<file path="config.mk">
export PLATFORM = sky130hd
export DESIGN_NAME = serial_2_parallel_flat
export DESIGN_NICKNAME = d
export VERILOG_FILES = /design/src/rtl/serial_2_parallel_if.sv /design/src/rtl/serial_2_parallel.sv /design/src/flat_wrapper.sv
export SDC_FILE = /design/constraint.sdc
export NUM_CORES = 1
export LEC_CHECK = 0
export CAP_MARGIN = 30
export CORE_MARGIN = 2
export CORE_UTILIZATION = 44
export DETAILED_ROUTE_END_ITERATION = 8
export GPL_TIMING_DRIVEN = 0
export HOLD_SLACK_MARGIN = 0.05
export PLACE_DENSITY = 0.68
export SYNTH_ARGS = -nofsm -noshare
export SYNTH_HDL_FRONTEND = slang
export SYNTH_SLANG_ARGS = --single-unit
</file>
<file path="constraint.sdc">
create_clock -name spi_sck -period 2.3 [get_ports spi_sck]
set_clock_uncertainty 0.05 [all_clocks]
set_input_delay 0.575 -clock spi_sck [delete_from_list [all_inputs] [get_ports spi_sck]]
set_output_delay 0.575 -clock spi_sck [all_outputs]
set_load 0.01 [all_outputs]
</file>
<file path="src/rtl/serial_2_parallel_if.sv">
// serial_2_parallel_if: framed serial input plus assembled-word output bundle
// for the serial_2_parallel deserializer. The master modport is the upstream
// serial source / downstream consumer side; the slave modport is the
// deserializer itself.
interface serial_2_parallel_if #(
  parameter int WIDTH = 16,
  parameter int CNT_W = 8
);
  logic             spi_cs_n;
  logic             Filter_Input;
  logic [WIDTH-1:0] Filter_Input_Data;
  logic             data_valid;
  logic             frame_err;
  logic [CNT_W-1:0] word_cnt;

  modport master (
    output spi_cs_n,
    output Filter_Input,
    input  Filter_Input_Data,
    input  data_valid,
    input  frame_err,
    input  word_cnt
  );

  modport slave (
    input  spi_cs_n,
    input  Filter_Input,
    output Filter_Input_Data,
    output data_valid,
    output frame_err,
    output word_cnt
  );
endinterface

</file>
<file path="src/rtl/serial_2_parallel.sv">
// serial_2_parallel: MSB-first serial-to-parallel deserializer in the spi_sck
// domain. Words of WIDTH bits are assembled while spi_cs_n is low; each
// completed word is loaded into Filter_Input_Data with a one-cycle data_valid
// strobe, and words follow back-to-back while spi_cs_n stays low.
// Optional feature macro: S2P_FRAME_ERR_EN -- when defined, frame_err pulses
// for one cycle when a frame ends on a partial word; otherwise frame_err is 0.
module serial_2_parallel #(
  parameter int WIDTH = 16,
  parameter int CNT_W = 8
) (
  input  logic                 spi_sck,
  input  logic                 rst_n,
  serial_2_parallel_if.slave   bus
);

  localparam int BCW = (WIDTH > 2) ? $clog2(WIDTH) : 1;
  localparam logic [BCW-1:0] LAST_BIT = BCW'(WIDTH - 1);

  typedef enum logic {
    IDLE  = 1'b0,
    SHIFT = 1'b1
  } state_t;

  state_t           state_q,   state_d;
  logic [WIDTH-1:0] shift_q,   shift_d;
  logic [BCW-1:0]   bit_cnt_q, bit_cnt_d;
  logic [WIDTH-1:0] data_q,    data_d;
  logic             valid_q,   valid_d;
  logic             err_q,     err_d;
  logic [CNT_W-1:0] cnt_q,     cnt_d;

  // Bit position of the current sample; a frame always starts at bit 0.
  logic [BCW-1:0]   bit_idx;

  // State and datapath registers, all cleared asynchronously by rst_n.
  always_ff @(posedge spi_sck or negedge rst_n) begin
    if (!rst_n) begin
      state_q   <= IDLE;
      shift_q   <= '0;
      bit_cnt_q <= '0;
      data_q    <= '0;
      valid_q   <= 1'b0;
      err_q     <= 1'b0;
      cnt_q     <= '0;
    end else begin
      state_q   <= state_d;
      shift_q   <= shift_d;
      bit_cnt_q <= bit_cnt_d;
      data_q    <= data_d;
      valid_q   <= valid_d;
      err_q     <= err_d;
      cnt_q     <= cnt_d;
    end
  end

  // Next-state: shift while selected, complete a word on its last bit,
  // clear the bit counter and flag a partial word when the frame ends.
  always_comb begin
    state_d   = state_q;
    shift_d   = shift_q;
    bit_cnt_d = bit_cnt_q;
    data_d    = data_q;
    valid_d   = 1'b0;
    err_d     = 1'b0;
    cnt_d     = cnt_q;
    bit_idx   = (state_q == IDLE) ? '0 : bit_cnt_q;

    if (!bus.spi_cs_n) begin
      state_d = SHIFT;
      shift_d = {shift_q[WIDTH-2:0], bus.Filter_Input};
      if (bit_idx == LAST_BIT) begin
        bit_cnt_d = '0;
        data_d    = {shift_q[WIDTH-2:0], bus.Filter_Input};
        valid_d   = 1'b1;
        cnt_d     = cnt_q + 1'b1;
      end else begin
        bit_cnt_d = bit_idx + 1'b1;
      end
    end else begin
      state_d   = IDLE;
      bit_cnt_d = '0;
`ifdef S2P_FRAME_ERR_EN
      err_d     = (bit_idx != '0);
`else
      err_d     = 1'b0;
`endif
    end
  end

  assign bus.Filter_Input_Data = data_q;
  assign bus.data_valid        = valid_q;
  assign bus.frame_err         = err_q;
  assign bus.word_cnt          = cnt_q;

endmodule

</file>
<file path="src/flat_wrapper.sv">
// flat-port wrapper written by rule: the top's interface ports become plain ports
module serial_2_parallel_flat 
#(
  parameter int WIDTH = 16,
  parameter int CNT_W = 8
)
  (spi_sck, rst_n, bus_spi_cs_n, bus_Filter_Input, bus_Filter_Input_Data, bus_data_valid, bus_frame_err, bus_word_cnt);
  serial_2_parallel_if #(.WIDTH(WIDTH), .CNT_W(CNT_W)) bus_i ();
  input  logic spi_sck;
  input  logic rst_n;
  input wire logic [$bits(bus_i.spi_cs_n)-1:0] bus_spi_cs_n;
  input wire logic [$bits(bus_i.Filter_Input)-1:0] bus_Filter_Input;
  output wire logic [$bits(bus_i.Filter_Input_Data)-1:0] bus_Filter_Input_Data;
  output wire logic [$bits(bus_i.data_valid)-1:0] bus_data_valid;
  output wire logic [$bits(bus_i.frame_err)-1:0] bus_frame_err;
  output wire logic [$bits(bus_i.word_cnt)-1:0] bus_word_cnt;
  assign bus_i.spi_cs_n = bus_spi_cs_n;
  assign bus_i.Filter_Input = bus_Filter_Input;
  assign bus_Filter_Input_Data = bus_i.Filter_Input_Data;
  assign bus_data_valid = bus_i.data_valid;
  assign bus_frame_err = bus_i.frame_err;
  assign bus_word_cnt = bus_i.word_cnt;
  serial_2_parallel #(.WIDTH(WIDTH), .CNT_W(CNT_W)) u_core (.spi_sck(spi_sck), .rst_n(rst_n), .bus(bus_i));
endmodule
</file>
---- After elaboration in Yosys (flattened, before gate mapping) ----
Index checks and enable logic that the tools add are counted.
cells by class
  $add $sub $neg .......................... 2
  multiply operators ...................... 0
  div/mod/pow operators ................... 0
  $lt $le $gt $ge ......................... 0
  eq/ne operators ......................... 1
  shift-type cells ........................ 0
  mux-type cells .......................... 6
  bitwise logic cells ..................... 1
  reductions and logical operators ........ 1
operators by type and width
  cell                                          count
  2-to-1 mux 4 bit                              3
  adder 8 x 1 -> 8 bit (second input constant)  1
  adder 4 x 1 -> 4 bit (second input constant)  1
  == test 4 bit (second input constant)         1
  2-to-1 mux 1 bit                              3
  AND reduction 2 bit                           1
  inverter 1 bit                                1
storage, ports and cells
  register bits ........................... 45
  latch bits .............................. 0
  RAM bits ................................ 0
  bits in read-only memories .............. 0
  bits of input ports ..................... 4
  output and inout bits ................... 26
  logic and storage cells ................. 17
  memories ................................ 0

---- Longest topological paths before layout ----
Gate-level depths: netlist (run 1).
  depth after elaboration ................. 4
  mapped depth ............................ 6
  gate-level depth less buffers ........... 5

---- Worst setup path before layout (run 1) ----
OpenSTA, ideal clock, no wires.
  path kind ............................... reg-to-reg
  from .................................... reg u_core.state_q
  to ...................................... reg u_core.data_q[10] (netlist: u_core.bus.Filter_Input_Data[10])
  library setup time ...................... 0.125 ns
  arrival ................................. 1.649 ns
  required time ........................... 2.125 ns
  slack ................................... 0.476 ns
  stages on the path, launching flop included .. 7
  buffers on the path ..................... 1
  clock period less this slack ............ 1.824 ns
  cell sequence ........................... dfrtp_1 -> and2_1 -> ha_1 -> nand4_4 -> nor2_8 -> buf_12 -> mux2_4
between the ends
  longest elaborated chain between the ends .. 3
ends and longest elaborated chain
  element                        line                     source
  from (decl)                    serial_2_parallel.sv:24  state_t state_q, state_d;
  from (signal assigned)         serial_2_parallel.sv:46  state_q <= state_d;
  2-to-1 mux 4 bit               serial_2_parallel.sv:66  bit_idx = (state_q == IDLE) ? '0 : bit_cnt_q;
  == test 4 bit                  serial_2_parallel.sv:71  if (bit_idx == LAST_BIT) begin
  AND reduction 2 bit (no line)  -
  to (signal assigned)           serial_2_parallel.sv:49  data_q <= data_d;
  to (decl)                      serial_2_parallel.sv:27  logic [WIDTH-1:0] data_q, data_d;
No other way between the ends.
A chain may end at the register's enable or synchronous reset.

---- Worst setup path in the final report (run 1) ----
Same ends and word-level chain as after synthesis.

==> results of run 1 <==
## layout make-up
class,count,area (um2)
plain buffers,5,42.5
clock inverters,1,7.51
inverters,3,11.3
repair buffers,28,285
clock buffers,6,82.6
fillers,351,1750
flip-flops and latches,45,1130
well taps,50,62.6
multi-input cells,68,664
## flip-flops by register name, summed over array words and instances (netlist names)
| register | flops |
|---|---|
| u_core.bus.data_valid | 1 |
| u_core.shift_q | 15 |
| u_core.bus.word_cnt | 8 |
| u_core.state_q | 1 |
| u_core.bit_cnt_q | 4 |
| u_core.bus.Filter_Input_Data | 16 |
## through the flow
step | hold WS (ns) | utilization
global placement | 0.404 | 0.540
finish | 0.138 | 0.566
CTS | 0.145 | 0.566
detailed placement | 0.418 | 0.544
floorplan | 0.229 | -
global route | 0.149 | 0.566
## power by group through the flow
stage,Sequential (W),Clock (W),Combinational (W)
floorplan,0.000964,0,0.000114
global placement,0.000982,0,0.000148
detailed placement,0.000991,0,0.000159
CTS,0.000976,0.000499,0.000160
global route,0.000988,0.000533,0.000170
finish,0.000975,0.000486,0.000155
## cells in the final DEF, fill, tap and decap left out, types with 3 or more instances in the layout
| master | synthesis | layout |
|---|---|---|
| sky130_fd_sc_hd__a21oi_1 | 3 | 3 |
| sky130_fd_sc_hd__buf_2 | 2 | 3 |
| sky130_fd_sc_hd__clkbuf_8 | 0 | 6 |
| sky130_fd_sc_hd__clkdlybuf4s50_1 | 0 | 26 |
| sky130_fd_sc_hd__dfrtp_1 | 45 | 45 |
| sky130_fd_sc_hd__inv_1 | 3 | 3 |
| sky130_fd_sc_hd__mux2_2 | 24 | 24 |
| sky130_fd_sc_hd__mux2_4 | 8 | 8 |
| sky130_fd_sc_hd__nand2_1 | 4 | 4 |
| sky130_fd_sc_hd__xor2_1 | 7 | 7 |
## how the worst min path moves through the flow
stage / end / slack (ns)
after floorplan: u_core.bit_cnt_q[0] / 0.23
after global placement: u_core.bus.word_cnt[7] / 0.40
after detailed placement: u_core.bus.word_cnt[7] / 0.42
after CTS: u_core.bit_cnt_q[3] / 0.14
after global routing: u_core.bit_cnt_q[3] / 0.15
final: u_core.bit_cnt_q[3] / 0.14
## synth_stat cells (2+ instances only)
cell type / number
sky130_fd_sc_hd__a21oi_1: 3
sky130_fd_sc_hd__and2_1: 2
sky130_fd_sc_hd__buf_2: 2
sky130_fd_sc_hd__dfrtp_1: 45
sky130_fd_sc_hd__ha_1: 2
sky130_fd_sc_hd__inv_1: 3
sky130_fd_sc_hd__mux2_2: 24
sky130_fd_sc_hd__mux2_4: 8
sky130_fd_sc_hd__nand2_1: 4
sky130_fd_sc_hd__nand3_1: 2
sky130_fd_sc_hd__nand4b_1: 2
sky130_fd_sc_hd__nor2_1: 2
sky130_fd_sc_hd__nor3_1: 2
sky130_fd_sc_hd__xor2_1: 7
## layer usage
| metal | share of wire | wire (um) | vias up |
|---|---|---|---|
| li1 | - | - | 485 |
| met1 | 0.45 | 1390 | 535 |
| met2 | 0.48 | 1470 | 25 |
| met3 | 0.053 | 162 | 5 |
| met4 | 0.011 | 33 | 0 |
| met5 | 0 | 0 | - |
## worst reg2reg max path, delay by kind of cell, from the launching register on
kind                     cells  cell delay (ns)
AND/OR/NAND/NOR              3             0.65
adder cells (fa/ha/maj)      1             0.28
buffers and inverters        1             0.18
multiplexers                 1             0.30
flip-flops                   1             0.47
## logic make-up (layout without fill, tap and decap cells)
logic type               count (synthesis)  after routing
multiplexers                            32             32
other                                    1              1
adder cells (fa/ha/maj)                  2              2
flip-flops                              45             45
AO/OA/AOI/OAI                            5              5
XOR/XNOR                                 8              8
buffers and inverters                    8             43
AND/OR/NAND/NOR                         20             20
==> flow_summary.rst, run 1 <==
.. list-table::
   :header-rows: 1

   * - Metric
     - Value
   * - Count of warnings emitted by yosys
     - 0
   * - Count of distinct cell types in the synthesized netlist
     - 27
   * - Worst Hold Class
     - in -> async
   * - Status
     - finished, final reports clean
   * - Cell depth of the worst setup path
     - 6
   * - CP max FO
     - 10
   * - Final clock period utilization by the worst path
     - 0.888
   * - Power dissipated by switching net loads
     - 0.000383 W
   * - CP Buf/Inv Count
     - 1
   * - Total Routed Length
     - 3.05 mm
   * - Switching share of power
     - 0.237
   * - Nets
     - 162
   * - Startpoint of the most critical register-to-register path
     - u_core.state_q
   * - DR DRC count
     - 0
   * - Depth of the most critical reg-to-reg path
     - 6
   * - H-Tree Depth
     - 2
   * - Power per Cell Area
     - 708 mW/mm2
   * - Source-to-sink clock delay at the later pin of the worst-skew pair
     - 0.29 ns
   * - Adder and majority cell fraction of the synthesized area
     - 0.0136
   * - Critical path's slowest cell
     - sky130_fd_sc_hd__dfrtp_1
   * - Number of ports placed on the die boundary
     - 30
   * - Syn_nets
     - 127
   * - # resized after CTS
     - 0
   * - Primary FF master, synth
     - sky130_fd_sc_hd__dfrtp_1
   * - GRT met1 Usage
     - 0.187
   * - Cell area reported after detailed placement
     - 0.00219 mm2
   * - Met2 demand-to-capacity share in global routing
     - 0.244
   * - Cell area after layout
     - 0.00228 mm2
   * - Post-CTS repair timing setup buffer count
     - 0
   * - Detailed placement HPWL
     - 2.14 mm
   * - Number of standard cells in the final layout excluding fillers
     - 206
   * - Synth Instances
     - 121
   * - Total Neg Setup Slack
     - 0 ns
   * - Synth Register Bits
     - 45
   * - Critical path class
     - reg -> reg
   * - Static leakage power
     - 1.05 nW
   * - Vertical extent of the die
     - 68.7 um
   * - Proportion of synthesized area in mux cells
     - 0.212
   * - Pre-CTS worst setup slack
     - 0.248 ns
   * - Total power draw
     - 0.00162 W
   * - Share of cells above drive strength 1
     - 0.321
   * - CTS hold repair buffers
     - 0
   * - Average cell area after synthesis
     - 15.2 um2
   * - Max IR drop VDD
     - 0.465 mV
   * - Count of antenna-violating nets left after detailed routing
     - 0
   * - Post-DR vias/cell
     - 5.10
   * - Number of maximum-capacitance violations
     - 0
   * - Final slew viol count
     - 0
   * - Capture point of the worst reg-to-reg path
     - u_core.bus.Filter_Input_Data[10]
   * - Number of antenna cells inserted
     - 0
   * - Number of cells in the design after placement
     - 199
   * - Initial antenna violation count
     - 0
   * - Upper clock frequency limit
     - 490 MHz
   * - XOR/XNOR Fraction of Synth Area
     - 0.0380
   * - Final RePlAce weighted congestion
     - 0.765
   * - Buffer levels on the longest clock path
     - 2
   * - Hold Violations, Final
     - 0
   * - Worst endpoint data arrival time
     - 2.17 ns
   * - Number of flops mapped to enable cells by yosys
     - 0
   * - Initial detailed-routing violation count
     - 33
   * - Average detailed-routed wire length per instance
     - 14.8 um
   * - Clock buffer count from CTS
     - 5
   * - Mapped Area
     - 0.00184 mm2
   * - Required time of the worst setup path
     - 2.43 ns
   * - Synth Area in Compound Gates
     - 0.0156
   * - Chain of cells forming the critical path
     - and2_1 > ha_1 > nand4_4 > nor2_8 > buf_12 > mux2_4
   * - Met3 Resource Use GR
     - 0.0455
   * - Cell Int Power
     - 0.00123 W
   * - RSZ-0062 raised after global routing
     - false
   * - Via count of the first global-routing pass
     - 1141
   * - Layer with the highest usage
     - met2
   * - First-pass GRT wire length
     - 5.23 mm
   * - First-pass DRT Iterations
     - 5
   * - Root buffer cell
     - sky130_fd_sc_hd__clkbuf_8
   * - CTS tree
     - yes
   * - Largest stage delay, worst path
     - 0.47 ns
   * - Time the worst path needs with I/O delays and setup
     - 2.04 ns
   * - Number of rows in the core area
     - 23
   * - Starting density of the core
     - 0.458
   * - Cell type with the highest aggregate area in the netlist
     - sky130_fd_sc_hd__dfrtp_1
   * - Flop-to-flop setup slack
     - 0.26 ns
   * - Die Area
     - 0.00473 mm2
   * - Die W
     - 68.7 um
   * - Kind of cell with the highest combined delay on the critical path
     - simple AND/OR/NAND/NOR gates
   * - Main combinational cell family by area after synthesis
     - multiplexers
   * - Maximum number of pins on one net before global-route repair
     - 32
   * - Share of synthesized flip-flops with an asynchronous set or reset
     - 1.00
   * - Global router's overall resource usage
     - 0.152
   * - Clk pin slew, worst setup/hold paths
     - 0.08 ns
   * - Vias after detailed routing
     - 1050
   * - Congestion Overflow GR
     - 0
   * - Crit. Startpoint
     - u_core.state_q
   * - Minimum setup slack in the final design
     - 0.258 ns
   * - Crit. End Element
     - register
   * - Reg power frac
     - 0.603
   * - Area growth syn-to-layout
     - 23.7%
   * - Worst setup path endpoint
     - u_core.bus.Filter_Input_Data[10]
   * - Port-buffer cells
     - 27
   * - Post-Synth Simple-Gate Area
     - 0.0794
   * - Number of failing setup endpoints in the final timing report
     - 0
   * - Cell types occupying the most area after synthesis
     - sky130_fd_sc_hd__dfrtp_1 (61%), sky130_fd_sc_hd__mux2_2 (15%), sky130_fd_sc_hd__mux2_4 (6.5%)
   * - Proportion of power drawn by the clock network
     - 0.301
   * - Clock sink total
     - 45
   * - Combinational power share
     - 0.096
   * - Area of the placeable core
     - 0.00403 mm2
   * - Startpoint type of the worst setup path
     - register
   * - Fraction of the yosys area taken by sequential cells
     - 0.611
   * - Share of the synthesized area in the top cell type
     - 0.611
Power figures use the tool's default switching activity.
==> run 2: changes to the inputs <==
- SLEW_MARGIN: not set -> 0
==> results of run 2 <==
Same layout as run 1: the final DEF is identical, and so are final timing and power.
